$ cat src/rtl/phy_pkg.sv
// Shared constants for the two-lane transmit PHY.
package phy_pkg;

   localparam int FRAME_W     = 32;
   localparam int CNT_W       = 5;
   localparam int INIT_FRAMES = 1;

   localparam logic [7:0]         IDLE_BYTE  = 8'hBC;
   localparam logic [FRAME_W-1:0] IDLE_FRAME = {4{IDLE_BYTE}};
   localparam logic [CNT_W-1:0]   SLOT_A     = 5'd15;
   localparam logic [CNT_W-1:0]   SLOT_B     = 5'd31;

   function automatic logic [FRAME_W-1:0] frame_or_idle(
      input logic               vld,
      input logic [FRAME_W-1:0] word
   );
      return vld ? word : IDLE_FRAME;
   endfunction

endpackage

$ cat src/rtl/par_serial_lane.sv
// One serial lane: frame register with idle substitution and MSB-first output flop.
module par_serial_lane
   import phy_pkg::*;
(
   input  logic               clk_32f,
   input  logic               reset,
   input  logic               load,
   input  logic               valid,
   input  logic [FRAME_W-1:0] word,
   input  logic [CNT_W-1:0]   sel,
   output logic               data_out
);

   logic [FRAME_W-1:0] frame;
   logic [FRAME_W-1:0] frame_nxt;

   always_comb begin
      frame_nxt = frame;
      if (load) frame_nxt = frame_or_idle(valid, word);
   end

   // sel is next cycle's count, so the flop presents bit 31-cnt in that cycle
   always_ff @(posedge clk_32f) begin
      if (reset) begin
         frame    <= IDLE_FRAME;
         data_out <= 1'b0;
      end else begin
         frame    <= frame_nxt;
         data_out <= frame_nxt[~sel];
      end
   end

endmodule

$ cat src/rtl/phy_tx_lanes.sv
// Two-lane transmit PHY: frame counter, init frames, slot decode, lane-0 hold.
module phy_tx_lanes
   import phy_pkg::*;
(
   input  logic               clk_32f,
   input  logic               reset,
   input  logic [FRAME_W-1:0] data_in,
   input  logic               valid_in,
   output logic               ready_out,
   output logic               data_out0,
   output logic               data_out1,
   output logic               active_out
);

   localparam int INIT_W = $clog2(INIT_FRAMES + 1);

   logic [CNT_W-1:0]   cnt;
   logic [CNT_W-1:0]   cnt_nxt;
   logic               run;
   logic [INIT_W-1:0]  init_cnt;
   logic [FRAME_W-1:0] hold;
   logic               hold_vld;
   logic               slot_a;
   logic               slot_b;
   logic               acc;

   assign slot_a    = run && (cnt == SLOT_A);
   assign slot_b    = run && (cnt == SLOT_B);
   assign ready_out = active_out && (slot_a || slot_b);
   assign acc       = valid_in && ready_out;

   // The counter holds 0 for the first post-reset edge so the output
   // flops can pre-load bit 31 for the cnt==0 cycle.
   assign cnt_nxt = run ? cnt + 1'b1 : '0;

   always_ff @(posedge clk_32f) begin
      if (reset) begin
         run <= 1'b0;
         cnt <= '0;
      end else begin
         run <= 1'b1;
         cnt <= cnt_nxt;
      end
   end

   always_ff @(posedge clk_32f) begin
      if (reset) begin
         init_cnt   <= '0;
         active_out <= 1'b0;
      end else if (slot_b && !active_out) begin
         if (init_cnt == INIT_W'(INIT_FRAMES - 1)) active_out <= 1'b1;
         else init_cnt <= init_cnt + 1'b1;
      end
   end

   always_ff @(posedge clk_32f) begin
      if (reset) begin
         hold     <= IDLE_FRAME;
         hold_vld <= 1'b0;
      end else if (slot_a) begin
         hold     <= frame_or_idle(acc, data_in);
         hold_vld <= acc;
      end
   end

   par_serial_lane u_lane0 (
      .clk_32f  (clk_32f),
      .reset    (reset),
      .load     (slot_b),
      .valid    (hold_vld),
      .word     (hold),
      .sel      (cnt_nxt),
      .data_out (data_out0)
   );

   par_serial_lane u_lane1 (
      .clk_32f  (clk_32f),
      .reset    (reset),
      .load     (slot_b),
      .valid    (acc),
      .word     (data_in),
      .sel      (cnt_nxt),
      .data_out (data_out1)
   );

endmodule

$ cat config.mk
export PLATFORM = sky130hd
export DESIGN_NAME = phy_tx_lanes
export DESIGN_NICKNAME = d
export VERILOG_FILES = /design/src/rtl/phy_pkg.sv /design/src/rtl/par_serial_lane.sv /design/src/rtl/phy_tx_lanes.sv
export SDC_FILE = /design/constraint.sdc
export NUM_CORES = 1
export LEC_CHECK = 0
export CAP_MARGIN = 20
export CORE_MARGIN = 2
export CORE_UTILIZATION = 55
export CTS_BUF_LIST = sky130_fd_sc_hd__clkbuf_4 sky130_fd_sc_hd__clkbuf_8
export DETAILED_ROUTE_END_ITERATION = 8
export PLACE_DENSITY = 0.79
export SLEW_MARGIN = 20
export SYNTH_ARGS = -nofsm -noshare
export SYNTH_HDL_FRONTEND = slang
export SYNTH_SLANG_ARGS = --single-unit
$ cat constraint.sdc
create_clock -name clk_32f -period 2.7 [get_ports clk_32f]
set_clock_uncertainty 0.15 [all_clocks]
set_input_delay 0.54 -clock clk_32f [delete_from_list [all_inputs] [get_ports clk_32f]]
set_output_delay 0.54 -clock clk_32f [all_outputs]
set_load 0.01 [all_outputs]
==> summary.md <==
| Metric | Value |
|---|---|
| YS warnings | `0` |
| CP Data Arrival Time | `2.74 ns` |
| Gpl congestion | `0.959` |
| #FFs+latches synth | `106` |
| WL/cell | `19.2 um` |
| Max-Cap Viols | `0` |
| Syn avg cell area | `8.05 sq um` |
| Fillers | `808` |
| Final-report max-slew violation count | `0` |
| Synth async-reset ratio | `0` |
| DIE WIDTH | `101 um` |
| Path category of the worst min-delay check | `reg2reg` |
| Core box area | `9150 sq um` |
| Final Hold Vio Count | `0` |
| Rows | `35` |
| Nature of the critical path endpoint | `flop` |
| Achievable Freq | `388 MHz` |
| Via count | `4916` |
| DPL Wire Length | `10.7 mm` |
| Clk sink count | `106` |
| Worst vdd ir | `261 uV` |
| Post-route ant nets | `0` |
| Slew @ Worst Pin | `0.699 ns` |
| Min Tclk post-route | `2.58 ns` |
| DR iter-0 viols | `364` |
| Pre-Repair DR Iteration Count | `5` |
| Layout area overhead | `17.2%` |
| Drt total wl | `15.2 mm` |
| Post-Synthesis Cells | `638` |
| Setup TNS Final | `0 ns` |
| CP required | `2.86 ns` |
| Post-route clock period utilization | `0.955` |
| Main synth FF type | `dfxtp_1` |
| Slew HR | `0.534` |
| Final setup vio count | `0` |
| Starting Density | `0.561` |
| Pwr Density | `469 nW/um^2` |
| Initial antenna violation count | `0` |
| CTS buffer count | `9` |
| CTS Buffer Depth | `2` |
| Total grt overflow | `0` |
| Port bufs | `38` |
| CP startpoint kind | `flop` |
| RSZ-0062 raised after global routing | `false` |
| Status | `finished clean` |
| Leakage | `2.35 nW` |
| WS Path Type | `reg2reg` |
| Netlist cell types | `65` |
| CTS clk-pin slew, worst paths | `0.10 ns` |
| Root buffer cell | `clkbuf_8` |
| Clk_lat worst skew | `0.38 ns` |
| Die area | `10100 sq um` |
| Layout cell share with drive strength beyond 1 | `0.134` |
| Total power | `2.82 mW` |
| Gr usage total | `0.310` |
| DRC | `0` |
| Number of global-route vias before repair | `4688` |
| H-Tree Depth | `3` |
| Vias per cell | `6.21` |
| I/O pin count | `39` |
| Final nets | `713` |
| Die Y | `101 um` |
| First-pass GRT wire length | `24.2 mm` |
| Critical Path Fanout Max | `17` |
| Net Count, Synth | `676` |
| Pin count of the biggest net entering global routing | `45` |
| Mapped cell area | `5140 sq um` |
| Post-synthesis sequential area ratio | `0.413` |
| CTS tree | `done` |
| Post-synth EDFFs | `0` |
| Ant. Diodes | `0` |
-- per-layer routing --
| metal | track usage | share of wire |
|---|---|---|
| met5 | 0 | 0 |
| met4 | 0.145 | 0.032 |
| met3 | 0.0381 | 0.055 |
| met2 | 0.516 | 0.47 |
| met1 | 0.401 | 0.44 |
-- power by group --
group	leakage (nW)	switching [mW]	internal, mW	total (mW)
Combinational	1.38	0.115	0.0938	0.209
Clock	0.106	0.559	0.485	1.04
Sequential	0.857	0.00295	1.57	1.57
-- layout by cell type (no fill, tap or decap), drive strengths merged, types with 6 or more instances in the layout --
master,Yosys,final
a21oi,50,50
and3,7,7
dfxtp,106,106
buf,28,50
or3,6,6
nor2,61,61
nand4,7,7
nor2b,6,6
mux4,6,6
o211ai,28,28
inv,16,18
nand2b,11,11
clkdlybuf4s50,0,36
o21ai,44,44
nand3,33,33
clkbuf,33,11
and2,11,11
nor3,13,13
a211oi,7,7
nand2,78,78
a31oi,6,6
-- worst max-delay path, stage by stage (launching register included) --
cell and delay (ns):
dfxtp_1 0.36, ha_1 0.17, and3_2 0.23, ha_4 0.17
and2_4 0.21, buf_4 0.23, nor2_1 0.07, o32ai_1 0.50
a32oi_1 0.10, a31o_2 0.23, o211ai_1 0.08
-- sequential cells by signal (all words and copies together) (netlist names) --
register and flops:
run 1, active_out 1, u_lane1.data_out 1, hold 32, u_lane1.frame 32, cnt 5, hold_vld 1, u_lane0.data_out 1
u_lane0.frame 32
-- timing repair --
action	in CTS	in global routing
pin swaps	0	1
setup endpoints to repair	3	2
endpoints found under the hold margin	0	0
resized for setup	3	8
hold buffers	0	0
buffers inserted	0	1
-- through the flow --
stage | util | hold slack [ns] | worst slack [ns] | instance area [sq um] | instances
after floorplan | - | 0.279 | 0.0217 | 5140 | 638
after global placement | 0.631 | 0.288 | -0.0442 | 5770 | 774
after detailed placement | 0.631 | 0.292 | -0.106 | 5770 | 774
after CTS | 0.654 | 0.310 | 0.0154 | 5990 | 790
after global routing | 0.658 | 0.328 | 0.00703 | 6020 | 791
final | 0.658 | 0.309 | 0.121 | 6020 | 791
-- kinds of logic after synthesis --
logic type      share of synthesized area
simple gates                        0.245
compound gates                      0.222
flops                               0.413
buf+inv                            0.0670
mux                                0.0382
xor+xnor                          0.00828
fa+ha+maj                         0.00731
-- final timing paths --
path                     startpoint                 to  slack [ns]  cells past startpoint
setup / recovery             cnt[0]   u_lane1.data_out        0.12                     10
hold / removal    u_lane1.frame[25]  u_lane1.frame[25]        0.31                      2
setup reg to reg             cnt[0]   u_lane1.data_out        0.12                     10
hold reg to reg   u_lane1.frame[25]  u_lane1.frame[25]        0.31                      2
-- synthesized netlist by cell type (all sizes together), types with 4 or more instances --
cell      n  share of area
dfxtp   106           0.41
nand2    78          0.057
nor2     61          0.045
a21oi    50          0.049
o21ai    44          0.043
clkbuf   33          0.026
nand3    33          0.032
buf      28          0.028
o211ai   28          0.041
inv      16          0.012
nor3     13          0.013
and2     11          0.014
nand2b   11          0.013
a211oi    7          0.010
and3      7         0.0090
nand4     7         0.0085
a31oi     6         0.0073
mux4      6          0.026
nor2b     6         0.0073
or3       6         0.0073
and3b     5         0.0085
mux2i     5         0.0097
nand3b    5         0.0073
a21boi    4         0.0058
nand4b    4         0.0068
nor4      4         0.0061
o311ai    4         0.0068
o31ai     4         0.0058
-- final cells by class --
type / count / area, sq um / area share
Sequential cell: 106 / 2120 / 0.353
Multi-Input combinational cell: 454 / 2700 / 0.449
Clock inverter: 5 / 60.1 / 0.00998
Clock buffer: 11 / 151 / 0.0252
Tap cell: 111 / 139 / 0.0231
Inverter: 17 / 63.8 / 0.0106
Timing Repair Buffer: 87 / 783 / 0.130
Note: power is estimated with default switching activity, not from simulation.
